### src/rtl/wa_write_buffer.sv
`default_nettype none
// ============================================================================
//  Module      : wa_write_buffer
//  Description : Write-capture FIFO on the W side of the SIF block. Every
//                cycle with wa_wr_s high offers one {wa_addr, wa_data_wr}
//                entry. Up to DEPTH entries are buffered and drained in
//                write order over a first-word-fall-through valid/ready port.
//                Writes that find the buffer full (with no same-cycle pop)
//                are dropped, which sets a sticky overflow flag and bumps a
//                saturating drop counter.
//  Revision    : 1.0  initial release
// ----------------------------------------------------------------------------
//  Ports
//    clk           rising-edge clock
//    rst           synchronous active-high reset
//    wa_wr_s       write strobe, one write per high cycle
//    wa_addr       write address, sampled with wa_wr_s
//    wa_data_wr    write data, sampled with wa_wr_s
//    out_valid     head entry available (registered-state derived)
//    out_ready     consumer accepts the head entry this cycle
//    out_addr      head entry address, 0 when empty
//    out_data      head entry data, 0 when empty
//    count         occupancy 0..DEPTH
//    full          count == DEPTH
//    empty         count == 0
//    overflow      sticky: at least one write was dropped
//    overflow_clr  clears overflow and drop_cnt
//    drop_cnt      dropped-write count, saturating at 16'hFFFF
// ============================================================================
module wa_write_buffer #(
  parameter int DEPTH = 8,
  parameter int AW    = 16,
  parameter int DW    = 16
) (
  input  logic                     clk,
  input  logic                     rst,
  input  logic                     wa_wr_s,
  input  logic [AW-1:0]            wa_addr,
  input  logic [DW-1:0]            wa_data_wr,
  output logic                     out_valid,
  input  logic                     out_ready,
  output logic [AW-1:0]            out_addr,
  output logic [DW-1:0]            out_data,
  output logic [$clog2(DEPTH):0]   count,
  output logic                     full,
  output logic                     empty,
  output logic                     overflow,
  input  logic                     overflow_clr,
  output logic [15:0]              drop_cnt
);

  localparam int PW = $clog2(DEPTH);
  localparam int CW = PW + 1;

  localparam logic [CW-1:0] c_full_count = CW'(DEPTH);
  localparam logic [CW-1:0] c_count_one  = CW'(1);
  localparam logic [PW-1:0] c_ptr_one    = PW'(1);
  localparam logic [15:0]   c_drop_max   = 16'hFFFF;

  // --------------------------------------------------------------------------
  // State
  // --------------------------------------------------------------------------
  logic [AW-1:0] r_mem_addr [DEPTH];
  logic [DW-1:0] r_mem_data [DEPTH];
  logic [PW-1:0] r_wptr;
  logic [PW-1:0] r_rptr;
  logic [CW-1:0] r_count;
  logic          r_overflow;
  logic [15:0]   r_drop_cnt;

  // --------------------------------------------------------------------------
  // Handshake decode. full/empty come only from the registered count, so the
  // status outputs carry no combinational path from any input.
  // --------------------------------------------------------------------------
  logic w_empty;
  logic w_full;
  logic w_pop;
  logic w_push;
  logic w_drop;

  assign w_empty = (r_count == '0);
  assign w_full  = (r_count == c_full_count);
  assign w_pop   = !w_empty && out_ready;
  // A write into a full buffer still fits when the head leaves this cycle.
  assign w_push  = wa_wr_s && (!w_full || w_pop);
  assign w_drop  = wa_wr_s && w_full && !w_pop;

  // --------------------------------------------------------------------------
  // Storage: contents are don't-care after reset, so no reset here.
  // --------------------------------------------------------------------------
  always_ff @(posedge clk) begin
    if (w_push) begin
      r_mem_addr[r_wptr] <= wa_addr;
      r_mem_data[r_wptr] <= wa_data_wr;
    end
  end

  // --------------------------------------------------------------------------
  // Pointers and occupancy. DEPTH is a power of two, so the natural PW-bit
  // wrap of the pointers gives the modulo-DEPTH behaviour.
  // --------------------------------------------------------------------------
  always_ff @(posedge clk) begin
    if (rst) begin
      r_wptr  <= '0;
      r_rptr  <= '0;
      r_count <= '0;
    end else begin
      if (w_push) begin
        r_wptr <= r_wptr + c_ptr_one;
      end
      if (w_pop) begin
        r_rptr <= r_rptr + c_ptr_one;
      end
      case ({w_push, w_pop})
        2'b10:   r_count <= r_count + c_count_one;
        2'b01:   r_count <= r_count - c_count_one;
        default: r_count <= r_count;
      endcase
    end
  end

  // --------------------------------------------------------------------------
  // Overflow tracking. A drop in the same cycle as a clear wins, leaving
  // exactly one recorded drop.
  // --------------------------------------------------------------------------
  always_ff @(posedge clk) begin
    if (rst) begin
      r_overflow <= 1'b0;
      r_drop_cnt <= '0;
    end else if (w_drop) begin
      r_overflow <= 1'b1;
      if (overflow_clr) begin
        r_drop_cnt <= 16'd1;
      end else if (r_drop_cnt != c_drop_max) begin
        r_drop_cnt <= r_drop_cnt + 16'd1;
      end
    end else if (overflow_clr) begin
      r_overflow <= 1'b0;
      r_drop_cnt <= '0;
    end
  end

  // --------------------------------------------------------------------------
  // Outputs: head entry falls through, forced to zero while empty.
  // --------------------------------------------------------------------------
  assign out_valid = !w_empty;
  assign out_addr  = w_empty ? '0 : r_mem_addr[r_rptr];
  assign out_data  = w_empty ? '0 : r_mem_data[r_rptr];
  assign count     = r_count;
  assign full      = w_full;
  assign empty     = w_empty;
  assign overflow  = r_overflow;
  assign drop_cnt  = r_drop_cnt;

endmodule
`default_nettype wire

### config.mk
export PLATFORM = sky130hd
export DESIGN_NAME = wa_write_buffer
export DESIGN_NICKNAME = d
export VERILOG_FILES = /design/src/rtl/wa_write_buffer.sv
export SDC_FILE = /design/constraint.sdc
export NUM_CORES = 1
export LEC_CHECK = 0
export BUFFER_PORTS_ARGS = -buffer_cell sky130_fd_sc_hd__buf_2
export CORE_ASPECT_RATIO = 0.7
export CORE_MARGIN = 5
export CORE_UTILIZATION = 25
export CTS_CLUSTER_DIAMETER = 40
export DETAILED_ROUTE_END_ITERATION = 10
export PLACE_DENSITY_LB_ADDON = 0.2
export RECOVER_POWER = 100
export SYNTH_ARGS = -nofsm -noshare
export SYNTH_HDL_FRONTEND = slang
export SYNTH_SLANG_ARGS = --single-unit
### constraint.sdc
create_clock -name clk -period 5.3 [get_ports clk]
set_input_delay 0.795 -clock clk [delete_from_list [all_inputs] [get_ports clk]]
set_output_delay 0.795 -clock clk [all_outputs]
set_load 0.005 [all_outputs]
### Word level (Yosys, flattened, before mapping)

Memory sizes are Yosys's and may differ from the RTL's. A register that Yosys moved wholly into a read port is not among the register bits.
Index checks and enable logic that the tools add are counted.

| operators by class | value |
|---|---|
| add/sub/neg operators | 5 |
| multiplexer cells | 15 |
| equality and inequality tests | 4 |
| reductions and logical operators | 13 |

Operator list:

| operator | number |
|---|---|
| two-way mux 16 bit | 6 |
| adder 16 x 1 -> 16 bit, second input constant | 1 |
| inequality test 16 bit, second input constant | 1 |
| two-way mux 3 bit | 4 |
| one-hot mux 4 bit (2 select lines) | 1 |
| adder 3 x 1 -> 3 bit, second input constant | 2 |
| nonzero test 2 bit | 3 |
| adder 4 x 1 -> 4 bit, second input constant | 1 |
| == test 4 bit, second input constant | 1 |
| logical AND 1 bit | 4 |
| zero test 4 bit | 1 |
| two-way mux 1 bit | 4 |
| subtractor 4 x 1 -> 4 bit, second input constant | 1 |
| zero test 1 bit | 3 |
| == test 2 x 1 -> 1 bit, second input constant | 1 |
| == test 2 bit, second input constant | 1 |
| AND reduction 2 bit | 1 |
| logical OR 1 bit | 1 |

| word-level totals | value |
|---|---|
| bits in registers | 27 |
| memories | 2 |
| memory bits (writable) | 256 |

Memories:

| memory | depth | width | read ports | clocked after Yosys merged registers in | wr ports | RTL line | RTL |
|---|---|---|---|---|---|---|---|
| r_mem_addr | 8 | 16 | 1 | 1 | 1 | 63 | `logic [AW-1:0] r_mem_addr [DEPTH];` |
| r_mem_data | 8 | 16 | 1 | 1 | 1 | 64 | `logic [DW-1:0] r_mem_data [DEPTH];` |

### Longest topological paths before layout

Gate-level depths: netlist (run 1).

| logic depth | value |
|---|---|
| depth after elaboration | 7 |
| gate-level depth with buffers | 8 |

### Worst setup path after synthesis (run 1)

OpenSTA, ideal clock, no wires.

| path | value |
|---|---|
| kind | input port to flip-flop |
| start point | input port out_ready |
| end point | memory r_mem_addr[0][0], enable pin |
| arrival | 4.027 ns |
| data required time | 4.799 ns |
| slack | 0.771 ns |
| cell stages on the path | 2 |
| cells stage by stage | o21ai_1 nor4_1 |

| on the way | value |
|---|---|
| word-level cells in the longest chain between the ends | 5 |

RTL lines:

| what | RTL line | RTL |
|---|---|---|
| start, declared | 41 | `input logic out_ready,` |
| logical AND 1 bit | 83 | `assign w_pop = !w_empty && out_ready;` |
| logical OR 1 bit | 85 | `assign w_push = wa_wr_s && (!w_full \|\| w_pop);` |
| logical AND 1 bit | 85 |  |
| two-way mux 1 bit | 92 | `if (w_push) begin` |
| two-way mux 1 bit (implied by the code) | 93 | `r_mem_addr[r_wptr] <= wa_addr;` |
| end, declared | 63 |  |

No other way between the ends.

==> run_results.csv, run 1 <==
group,metric,value,unit
run_status,outcome,"finished, violations left",
run_status,failed_checks,"max-capacitance violations, max-slew violations",
timing,fin_skew,0.0184,ns
detailed_routing,wirelength,25800,um
die,fp.dieArea,49000,um2
global_routing,overflow,0,
global_routing,grt_max_degree,39,
global_routing,antenna_found_initial,2,
timing,fin_crit,4.09,ns
die,dieWidth,262,um
power,p_switching,0.00143,W
final_layout,final_cell_mix,"256 x edfxtp_1, 77 x clkbuf_1, 64 x mux4_2",
worst_setup_path,start_kind,"flop",
die,initial_core_util,25.4,%
worst_setup_path,reg2regPathDepth,6,
die,core.rowCount,64,
clock_tree,path_clk_slew,0.06,ns
power,swShare,24.4,%
worst_setup_path,crit_end,"out_addr[2]",
global_routing,grt_pass1_vias,6101,
detailed_routing,detail-route-antenna-nets,0,
clock_tree,ctsHoldBuffers,0,
power,p_leak,4.16,nW
timing,fmax,244,MHz
detailed_routing,drt_iter0_markers,432,
global_routing,use_met1,14.2,%
final_layout,nets,749,
power,intPower,0.00443,W
power,p_comb_share,11.9,%
clock_tree,post_cts_buffers,0,
logic_synthesis,synth_cell_types,42,
place,dp_hpwl,15300,um
place,port_buffers,92,
detailed_routing,num_vias,5737,
power,ir_worst_vdd,0.173,mV
logic_synthesis,synth_flop_cell,"edfxtp_1",
timing,setup_viol,0,
die,pin_count,93,
detailed_routing,viasPerCell,4.31,
worst_setup_path,critical_path.max_fanout,38,
place,place_ws,1.88,ns
clock_tree,worstSkewPairLatency,0.52,ns
clock_tree,cts_sinks,286,
timing,timing.hold.ws,0.468,ns
logic_synthesis,syn-num-nets,626,
clock_tree,htreeDepth,2,
global_routing,grt_pass1_wl,39300,um
worst_setup_path,reg2reg_slack,1.30,ns
clock_tree,cts_resized,0,
clock_tree,cts-root-buf,"clkbuf_16",
worst_setup_path,r2r_end,"r_mem_data[7][5]",
clock_tree,cts_buffers,41,
timing,worstMarginPinSlew,2.56,ns
timing,layout_worst_path_cycle_share,77.2,%
logic_synthesis,syn_inst,585,
clock_tree,cts.path.max_buffers,3,
worst_setup_path,rr_startpoint,"count[0]",
die,die_h,187,um
timing,setup_slack,1.21,ns
logic_synthesis,synth_area_per_cell,19.1,um2
power,power_density,432,nW/um2
timing,hold_violations,0,
timing,rsz0062_at_grt,"false",
final_layout,mostFrequentLayoutCell,"edfxtp_1",
logic_synthesis,async_flop_share,0,%
timing,tns,0,ns
run,maxCapViolCount,6,
detailed_routing,avgRoutedWirePerCell,19.4,um
die,core,43900,um2
final_layout,area_growth,21.6,%
worst_setup_path,crit_type,"flop to output pin",
power,clkPwrFrac,43.7,%
worst_setup_path,crit_path_end_kind,"output pin",
logic_synthesis,ys_seq_area_share,74.3,%
global_routing,grt_use_met3,3.16,%
timing,maxSlewViolCount,183,
min_path,worstHoldPathType,"flop to flop",
logic_synthesis,synthesis.area,11200,um2
global_routing,busiest_layer,"met2",
power,seq_power_share,44.5,%
min_path,hold_path.startpoint,"overflow",
detailed_routing,firstDrtPassIters,6,
global_routing,grt_usage,10.3,%
detailed_routing,drc,0,
place,gp_congestion,0.759,
clock_tree,tritoncts,"done",
timing,slew_headroom,-70.4,%
logic_synthesis,yosys_warnings,0,
worst_setup_path,arrival,3.30,ns
global_routing,grtUsageMet2,16.0,%
final_layout,drive_gt1_share,23.1,%
logic_synthesis,synth.ff_latch_count,286,
worst_setup_path,required,4.51,ns
logic_synthesis,synth_enable_flop_cells,256,
## state kept, by name, summed over array words and instances, names as in the netlist, named ones only
register,flops
r_mem_addr,128
r_wptr,3
r_mem_data,128
count,4
r_rptr,3
overflow,1
drop_cnt,16
## through the flow
stage / util (%) / instance area (um2) / power [W] / cells
4_1_cts: 31.2 / 13700 / 0.00600 / 1330
5_1_grt: 30.9 / 13600 / 0.00614 / 1331
6_report: 30.9 / 13600 / 0.00585 / 1331
3_5_place_dp: 28.3 / 12400 / 0.00340 / 1259
3_3_place_gp: 28.3 / 12400 / 0.00341 / 1259
2_1_floorplan: - / 11200 / 0.00308 / 585
## area by class of cell
class                           count  area, um2
Clock inverter                     26        246
Multi-Input combinational cell    268       2770
Sequential cell                   286       8290
Clock buffer                       45       1040
Inverter                            4       15.0
Tap cell                          594        743
Timing Repair Buffer              107        458
Antenna cell                        1       2.50
Fill cell                        4359      30300
## layer usage
metal / vias to the layer above / share of wire (%) / wire (um)
li1: 2626 / - / -
met1: 2937 / 46 / 11900
met4: 2 / 2.0 / 509
met3: 45 / 5.8 / 1490
met5: - / 0.050 / 13
met2: 127 / 46 / 11900
## worst min-delay path by stage
stage / endpoint / depth (start not counted)
2_1_floorplan: overflow / 2
3_3_place_gp: overflow / 2
3_5_place_dp: overflow / 2
4_1_cts: overflow / 2
5_1_grt: overflow / 2
6_report: overflow / 2
## power groups by stage
stage	combinational [W]	sequential, W	clock [W]
floorplan	0.000490	0.00259	0
global placement	0.000753	0.00265	0
detailed placement	0.000748	0.00265	0
CTS	0.000751	0.00261	0.00264
global route	0.000774	0.00262	0.00275
finish	0.000695	0.00260	0.00256
## synth_stat cells (7+ instances only)
cell,instances,share of area (%)
a21oi_1,9,0.40
clkbuf_1,15,0.50
dfxtp_1,30,5.4
edfxtp_1,256,69
mux2i_1,35,3.1
mux4_2,64,13
nand2_1,16,0.54
nand3_1,12,0.54
nor2_1,56,1.9
nor3_1,9,0.40
nor4_1,7,0.39
xnor2_1,8,0.63
## kinds of logic (layout without fill, tap and decap cells)
group / after synthesis / in the layout / synth area share (%)
mux: 99 / 99 / 16.1
other cells: 0 / 1 / 0
flops: 286 / 286 / 74.3
compound gates: 25 / 25 / 1.41
buf+inv: 31 / 182 / 1.11
xor+xnor: 14 / 14 / 1.10
simple gates: 126 / 126 / 5.53
fa+ha+maj: 4 / 4 / 0.449
## critical path: stages, from the launching register on
cell	delay (ns)
dfxtp_2	1.26
buf_4	0.52
mux4_2	0.57
mux2i_1	0.16
nor2_1	0.08
clkbuf_1	0.15
Note: power is estimated with default switching activity, not from simulation.
==> inputs of run 2 (changes only) <==
--- a/config.mk
+++ b/config.mk
@@ -5,6 +5,7 @@
 export SDC_FILE = /design/constraint.sdc
 export NUM_CORES = 1
 export LEC_CHECK = 0
+export ABC_AREA = 1
 export BUFFER_PORTS_ARGS = -buffer_cell sky130_fd_sc_hd__buf_2
 export CORE_ASPECT_RATIO = 0.7
 export CORE_MARGIN = 5
==> constraint.sdc (replaced) <==
create_clock -name clk -period 4.2 [get_ports clk]
set_input_delay 0.63 -clock clk [delete_from_list [all_inputs] [get_ports clk]]
set_output_delay 0.63 -clock clk [all_outputs]
set_load 0.005 [all_outputs]
==> run 2 against run 1 <==
- the flow still finishes with violations (max-capacitance violations, max-slew violations)
- die area rose by 3.5%
- first-iteration DRC count is 9.5% higher
- synthesized cell count up 66%
- largest cell class unchanged
==> run_results.csv, run 2 <==
group,metric,value,unit
detailed_routing,detail-route-antenna-nets,0,
clock_tree,cts_buffers,41,
min_path,worstHoldPathType,"flop to flop",
final_layout,final_cell_mix,"256 x edfxtp_1, 222 x nor2_1, 168 x o21ai_0",
place,dp_cells,1636,
clock_tree,ctsHoldBuffers,0,
final_layout,mostFrequentLayoutCell,"edfxtp_1",
die,core,45400,um2
detailed_routing,avgRoutedWirePerCell,18.5,um
worst_setup_path,start_kind,"flop",
detailed_routing,firstDrtPassIters,5,
clock_tree,cts_sinks,286,
power,ir_worst_vdd,0.201,mV
run_status,outcome,"finished, violations left",
timing,slew_headroom,-43.7,%
final_layout,nets,1117,
worst_setup_path,required,3.57,ns
worst_setup_path,slowest_stage,"dfxtp_1",
clock_tree,tritoncts,"done",
clock_tree,cts.path.max_buffers,3,
power,seq_power_share,39.8,%
logic_synthesis,yosys-top-cells-area,"edfxtp_1 66%, nor2_1 7.1%, o21ai_0 7.1%, dfxtp_1 5.2%, a31oi_1 1.8%",
final_layout,layoutNonFillerInstCount,1712,
clock_tree,worstSkewPairLatency,0.53,ns
timing,worstMarginPinSlew,2.15,ns
global_routing,grt_max_degree,77,
power,swShare,29.0,%
detailed_routing,num_vias,7711,
power,p_switching,0.00237,W
timing,layout_worst_path_cycle_share,83.9,%
timing,fmax,284,MHz
power,clkPwrFrac,42.4,%
worst_setup_path,crit_type,"flop to output pin",
place,gp_congestion,0.782,
logic_synthesis,synth_flop_cell,"edfxtp_1",
clock_tree,cts-root-buf,"clkbuf_16",
timing,rsz0062_at_grt,"false",
detailed_routing,drc,0,
clock_tree,htreeDepth,2,
die,pin_count,93,
detailed_routing,drt_iter0_markers,473,
global_routing,antenna_found_initial,1,
logic_synthesis,synthTopCellsByCount,"256 x edfxtp_1, 219 x nor2_1, 164 x o21ai_0, 54 x nand2_1, 34 x inv_1",
final_layout,area_growth,21.2,%
timing,fin_crit,3.52,ns
timing,maxSlewViolCount,58,
worst_setup_path,crit_path_cell_trace,"buf_4, o21ai_0, o22ai_1, o21ai_0, a31oi_1, buf_2",
global_routing,overflow,0,
die,initial_core_util,25.5,%
worst_setup_path,max_stage_delay,0.81,ns
die,die_h,190,um
logic_synthesis,syn_inst,971,
run,maxCapViolCount,4,
global_routing,grt_use_met3,2.39,%
timing,hold_violations,0,
clock_tree,path_clk_slew,0.05,ns
logic_synthesis,ys_seq_area_share,71.7,%
die,dieWidth,267,um
clock_tree,cts_resized,0,
logic_synthesis,yosys_warnings,0,
die,fp.dieArea,50700,um2
global_routing,grt_pass1_vias,7506,
logic_synthesis,synth_cell_types,38,
power,p_leak,4.67,nW
logic_synthesis,synth.ff_latch_count,286,
timing,fin_skew,0.0157,ns
worst_setup_path,crit_path_end_kind,"output pin",
final_layout,n_antenna_cell,0,
final_layout,drive_gt1_share,12.2,%
logic_synthesis,synth_area_per_cell,11.9,um2
run_status,failed_checks,"max-capacitance violations, max-slew violations",
place,port_buffers,92,
die,core.rowCount,65,
place,dp_hpwl,18100,um
global_routing,grt_usage,12.1,%
worst_setup_path,reg2reg_slack,0.90,ns
logic_synthesis,synth_most_common_cell,"edfxtp_1",
power,intPower,0.00579,W
power,power_density,582,nW/um2
logic_synthesis,syn-num-nets,1012,
logic_synthesis,yosys.area.top_type_share,66.5,%
global_routing,busiest_layer,"met2",
detailed_routing,wirelength,31700,um
worst_setup_path,crit_top_cell,"o21ai_0",
power,p_comb_share,17.7,%
logic_synthesis,synth_enable_flop_cells,256,
clock_tree,post_cts_buffers,0,
worst_setup_path,critical_path.max_fanout,52,
global_routing,grt_pass1_wl,47400,um
detailed_routing,viasPerCell,4.50,
global_routing,grtUsageMet2,18.2,%
logic_synthesis,async_flop_share,0,%
logic_synthesis,synthesis.area,11600,um2
worst_setup_path,arrival,2.89,ns
global_routing,use_met1,18.1,%
timing,setup_viol,0,
timing,tns,0,ns
logic_synthesis,yosys.area.top_type,"edfxtp_1",
[run 2: through the flow]
| step | utilization [%] | power, W | cell area [um2] | setup WS, ns | hold slack (ns) |
|---|---|---|---|---|---|
| 2_1_floorplan | - | 0.00419 | 11600 | 1.41 | 0.433 |
| 3_3_place_gp | 28.3 | 0.00487 | 12900 | 1.50 | 0.451 |
| 3_5_place_dp | 28.3 | 0.00486 | 12900 | 1.51 | 0.452 |
| 4_1_cts | 31.4 | 0.00837 | 14200 | 0.938 | 0.350 |
| 5_1_grt | 30.9 | 0.00860 | 14000 | 0.414 | 0.455 |
| 6_report | 30.9 | 0.00816 | 14000 | 0.677 | 0.454 |
[run 2: power by group through the flow]
stage	clock network [W]	registers [W]	logic (W)
after floorplan	0	0.00329	0.000903
after global placement	0	0.00331	0.00156
after detailed placement	0	0.00331	0.00155
after CTS	0.00356	0.00325	0.00156
final	0.00346	0.00325	0.00145
after global routing	0.00369	0.00326	0.00165
[run 2: cells by family (layout without fill, tap and decap cells)]
logic type,after synthesis,in the layout,synth area share [%]
simple gates,317,317,11.8
flops,286,286,71.7
compound gates,263,263,12.3
buf+inv,96,234,3.45
xor+xnor,5,5,0.379
fa+ha+maj,4,4,0.433
[run 2: worst paths after layout]
kind,startpoint,endpoint,cells after the start
worst max-delay path,flop,out_addr[0],6
worst min-delay path,r_rptr[2],r_rptr[2],2
worst max register to register,count[0],r_mem_addr[1][1],9
worst min register to register,r_rptr[2],r_rptr[2],2
[run 2: metal layers]
metal  routed length [um]  vias up  share of wire [%]
met5                    7        -              0.022
met4                  527        2                1.7
met3                 1220       46                3.9
met1                16200     3817                 51
met2                13700      123                 43
li1                     -     3723                  -
[run 2: area by class of cell]
type,count,area (um2)
Fill cell,4697,31400
Inverter,44,168
Tap cell,603,754
Timing Repair Buffer,114,598
Clock inverter,30,299
Sequential cell,286,8290
Clock buffer,46,1090
Multi-Input combinational cell,589,2820
[run 2: worst max-delay path, delay by kind of cell (launching register included)]
family,cells,cell delay (ns)
buffers and inverters,2,0.78
DFF,1,0.81
AOI/OAI and AO/OA,4,0.76
